**src/rtl/bist_response_analyzer.sv**
```systemverilog
// BIST response analyzer: counts patterns and failures, detects upstream stalls, issues a session verdict.
// Optional MISR signature compaction is enabled by defining BIST_MISR_EN.
module bist_response_analyzer #(
    parameter int         NUM_PATTERNS = 15,
    parameter int         PAT_W        = 5,
    parameter int         TIMEOUT      = 32,
    parameter logic [7:0] GOLDEN_SIG   = 8'h00
) (
    input  logic             clk,
    input  logic             rst,
    input  logic             start,
    input  logic             pass_in,
    input  logic             fail_in,
    input  logic             resp_in,
    output logic             busy,
    output logic             done,
    output logic             verdict_pass,
    output logic             timeout,
    output logic [PAT_W-1:0] fail_count,
    output logic [PAT_W-1:0] first_fail_idx,
    output logic [PAT_W-1:0] pattern_count,
    output logic [7:0]       signature
);

    localparam int IDLE_W = $clog2(TIMEOUT + 1);

    typedef enum logic [1:0] {IDLE, COLLECT, DONE} state_t;

    state_t            state;
    state_t            state_next;
    logic [IDLE_W-1:0] idle_count;
    logic [IDLE_W-1:0] idle_inc;
    logic [PAT_W-1:0]  pattern_inc;
    logic [PAT_W-1:0]  fail_next;
    logic              accept;
    logic              bubble;
    logic              last_sample;
    logic              idle_expire;
    logic              enter_done;
    logic              sig_ok;

    assign idle_inc    = idle_count + 1'b1;
    assign pattern_inc = pattern_count + 1'b1;

    always_ff @(posedge clk or negedge rst) begin
        if (!rst) begin
            state <= IDLE;
        end else begin
            state <= state_next;
        end
    end

    always_comb begin
        state_next = state;
        case (state)
            IDLE:    if (start) state_next = COLLECT;
            COLLECT: begin
                if (start)           state_next = COLLECT;
                else if (enter_done) state_next = DONE;
            end
            DONE:    if (start) state_next = COLLECT;
            default: state_next = IDLE;
        endcase
    end

    // A sample in the same cycle as start is discarded: start always wins.
    always_comb begin
        accept      = (state == COLLECT) && !start && (pass_in || fail_in);
        bubble      = (state == COLLECT) && !start && !(pass_in || fail_in);
        last_sample = accept && (pattern_inc == PAT_W'(NUM_PATTERNS));
        idle_expire = bubble && (idle_inc == IDLE_W'(TIMEOUT));
        enter_done  = last_sample || idle_expire;
        fail_next   = fail_count;
        if (accept && fail_in && (fail_count != '1)) begin
            fail_next = fail_count + 1'b1;
        end
    end

    always_ff @(posedge clk or negedge rst) begin
        if (!rst) begin
            busy           <= 1'b0;
            done           <= 1'b0;
            verdict_pass   <= 1'b0;
            timeout        <= 1'b0;
            fail_count     <= '0;
            pattern_count  <= '0;
            first_fail_idx <= '1;
            idle_count     <= '0;
        end else if (start) begin
            busy           <= 1'b1;
            done           <= 1'b0;
            verdict_pass   <= 1'b0;
            timeout        <= 1'b0;
            fail_count     <= '0;
            pattern_count  <= '0;
            first_fail_idx <= '1;
            idle_count     <= '0;
        end else if (state == COLLECT) begin
            if (accept) begin
                pattern_count <= pattern_inc;
                fail_count    <= fail_next;
                idle_count    <= '0;
                if (fail_in && (first_fail_idx == '1)) begin
                    first_fail_idx <= pattern_count;
                end
            end else begin
                idle_count <= idle_inc;
            end
            if (enter_done) begin
                busy         <= 1'b0;
                done         <= 1'b1;
                timeout      <= idle_expire;
                verdict_pass <= (fail_next == '0) && !idle_expire && sig_ok;
            end
        end
    end

`ifdef BIST_MISR_EN
    logic [7:0] misr_next;

    // MISR polynomial x^8+x^4+x^3+x^2+1, response injected at bit 0.
    always_comb begin
        misr_next = {signature[6:4],
                     signature[3] ^ signature[7],
                     signature[2] ^ signature[7],
                     signature[1] ^ signature[7],
                     signature[0],
                     signature[7] ^ resp_in};
        sig_ok = accept ? (misr_next == GOLDEN_SIG) : (signature == GOLDEN_SIG);
    end

    always_ff @(posedge clk or negedge rst) begin
        if (!rst) begin
            signature <= 8'h01;
        end else if (start) begin
            signature <= 8'h01;
        end else if (accept) begin
            signature <= misr_next;
        end
    end
`else
    logic       unused_resp;
    logic [7:0] unused_golden;

    assign unused_resp   = resp_in;
    assign unused_golden = GOLDEN_SIG;
    assign signature     = 8'h00;
    assign sig_ok        = 1'b1;
`endif

endmodule

```
**config.mk**
```make
export PLATFORM = sky130hd
export DESIGN_NAME = bist_response_analyzer
export DESIGN_NICKNAME = d
export VERILOG_FILES = /design/src/rtl/bist_response_analyzer.sv
export SDC_FILE = /design/constraint.sdc
export NUM_CORES = 1
export LEC_CHECK = 0
export CORE_ASPECT_RATIO = 1.2
export CORE_MARGIN = 10
export CORE_UTILIZATION = 32
export DETAILED_ROUTE_END_ITERATION = 10
export SYNTH_ARGS = -nofsm -noshare
export SYNTH_HDL_FRONTEND = slang
export SYNTH_SLANG_ARGS = --single-unit
```
**constraint.sdc**
```tcl
create_clock -name clk -period 1.75 [get_ports clk]
set_clock_uncertainty 0.15 [all_clocks]
set_input_delay 0.175 -clock clk [delete_from_list [all_inputs] [get_ports clk]]
set_output_delay 0.175 -clock clk [all_outputs]
set_load 0.05 [all_outputs]
```
==> impl_results.md <==
- Post-synth EDFFs: 0
- Placed Area: 0.002011 mm^2
- Initial antenna violation count: 0
- CP startpoint: pattern_count[0]
- Critical-path maximum fanout: 4
- Area Overhead vs Synth: 46.18%
- Root buf cell: clkbuf_8
- Vias per cell: 4.943
- Largest net degree at the start of global routing: 28
- Top FF cell, synth: dfrtp_1
- Fin crit period: 1.813 ns
- Buf/Inv on CP: 0
- CP delay by family, top: compound AO/OA/AOI/OAI gates
- Max clock buf depth: 2
- Leak Pwr: 0.9660 nW
- Die Y: 94.76 um
- Area of the multi-input gates: 868.3 um^2
- First-pass GRT wire length: 6.465 mm
- RSZ-0062 raised after global routing: true
- Mean Syn Cell Area: 9.676 um^2
- CP Cell Sequence: ha_4 -> a21oi_2 -> o211ai_1 -> a211oi_4 -> a31oi_4 -> a21o_1
- Gr usage total: 0.1030
- CP startpoint kind: flop
- Core Area: 0.004561 mm^2
- R2r setup slk: -0.06 ns
- Crit path to: busy
- CTS Sinks: 27
- Asr flop ratio synth: 1.000
- TritonRoute pass-1 iters: 4
- Grt total ovfl: 0
- RR Endpoint: busy
- Starting Density: 0.3267
- WS Path Type: reg -> reg
- Status: complete, but fails checks
- Share of cells above drive strength 1: 0.4203
- Final HPWL DP: 2.928 mm
- Max VDD drop: 0.3615 mV
- Tcrit/Tclk final: 1.036
- Met2 wire length: 1.939 mm
- Pre-CTS setup slack: -0.2054 ns
- Clock-pin slew on the worst setup and hold paths: 0.10 ns
- Synthesized instance count: 154
- Number of buffers created by CTS: 3
- Die Wd: 82.30 um
- Synthesis-stage register bit count: 27
- Initial DRC Count: 47
- CP required: 1.78 ns
- Commonest cells after routing, fill and taps aside: 40 x buf_4, 17 x nand2_1, 14 x dfrtp_1
- Ant diodes: 0
- Mapped Area: 0.001490 mm^2
- CTS tree: yes
- Slew Viols, Final: 0
- Met3 WL: 189 um
- Layout fillers: 424
- Max stage delay cell, worst path: dfrtp_4
- Yosys cell types: 41
- Reg area: 694.4 um^2
- CTS H-tree depth: 1
- DRT met1 WL: 1.552 mm
- Most common cell after layout, fill and taps aside: buf_4
- Crit end category: flop
- R2r startpoint: pattern_count[0]
- Skew-Pair Late Insertion Delay: 0.27 ns
- Final worst setup slack: -0.06251 ns
- Port bufs: 23
- WL/cell: 14.15 um
- Uppermost layer routed: met4
- Post-route cell area: 0.002178 mm^2
- Failing checks: negative setup slack
- RePlAce Congestion: 0.7948
- # nets final: 220
- WP data arrival: 1.84 ns
- Final setup fails: 8
- IO Count: 33
- Yosys Warn Count: 0
- Via count: 1310
- Floorplan row count: 27
- DRC: 0
- Stages on the worst setup path: 6
- Total routed wirelength: 3.750 mm
- Fmax: 551.7 MHz
- Worst r2r path cells: 6
- Antenna Nets Post-Route: 0
- Register area share after synthesis: 0.4576
- Max incr delay on CP: 0.50 ns
- Total die area: 0.007798 mm^2
- Vias in the first global route: 1378
- Pwr dens: 702.1 mW/mm^2
- Final hold violations: 0
- HP Class: in -> async
- Max_cap viols: 0
[cells in the mapped netlist, types with 3 or more instances]
master    instances  area share
a21oi_1           5       0.017
and3_1            4       0.017
buf_4             9       0.045
dfrtp_1          22        0.37
dfstp_2           5       0.088
ha_1              6       0.050
nand2_1          18       0.045
nand2b_1          3       0.013
nand3_1           6       0.020
nand4_1           4       0.017
nor2_1           12       0.030
o21ai_0          13       0.044
xnor2_1           3       0.018
xor2_1            8       0.047
[through the flow]
stage                     utilization  hold WS (ns)  power, mW  cells  TNS (ns)
after floorplan                     -       -0.2706     0.9710    161    -1.234
after global placement         0.4409        0.3137      1.133    254   -0.6347
after detailed placement       0.4409        0.3260      1.142    254    -1.054
after CTS                      0.4571        0.1267      1.508    260   -0.3527
after global routing           0.4776        0.1351      1.614    265    -1.132
final                          0.4776        0.1096      1.529    265   -0.3138
[what timing repair did]
item                       4_1_cts  5_1_grt
hold buffers                     0        0
pin swaps                        8        9
resized for setup                2       11
setup buffers                    2        7
setup endpoints to repair       10       11
[power breakdown]
part           switching, mW  total (mW)  internal (mW)
logic                  0.269       0.463          0.195
clock network          0.203       0.363          0.160
registers             0.0360       0.703          0.667
[worst min path at each step]
stage,slack [ns],end,depth (start not counted)
after floorplan,-0.27,busy,0
after global placement,0.31,busy,1
after detailed placement,0.33,busy,1
after CTS,0.13,done,2
after global routing,0.14,done,2
final,0.11,done,2
[sequential cells by signal (all words and copies together) (netlist names)]
signal,flops
pattern_count,5
state,2
done,1
idle_count,6
first_fail_idx,5
busy,1
fail_count,5
timeout,1
verdict_pass,1
[cell type report]
| cell class | instances | share of cell area |
|---|---|---|
| clock buffers | 3 | 0.01895 |
| clock inverters | 1 | 0.002298 |
| inverters | 3 | 0.005169 |
| multi-input cells | 120 | 0.3986 |
| flip-flops and latches | 27 | 0.3188 |
| well taps | 58 | 0.03331 |
| repair buffers | 53 | 0.2229 |
[kinds of logic after synthesis]
| logic type | after synthesis | share of synthesized area |
|---|---|---|
| other | 1 | 0.002516 |
| flip-flops | 27 | 0.4576 |
| adder cells (fa/ha/maj) | 6 | 0.05038 |
| XOR/XNOR | 11 | 0.06466 |
| AND/OR/NAND/NOR | 59 | 0.2082 |
| multiplexers | 2 | 0.01343 |
| buffers and inverters | 14 | 0.05793 |
| AO/OA/AOI/OAI | 34 | 0.1453 |
[layer usage]
layer  global-route usage  vias to the layer above
li1                     -                      628
met1               0.1216                      645
met2               0.1799                       32
met3              0.01426                        5
met4              0.04261                        0
met5                    0                        -
[worst register-to-register path, cell delays in order, from the launching register on]
cell	delay, ns
dfrtp_4	0.50
ha_4	0.19
a21oi_2	0.14
o211ai_1	0.17
a211oi_4	0.31
a31oi_4	0.07
a21o_1	0.19
Power figures use the tool's default switching activity.
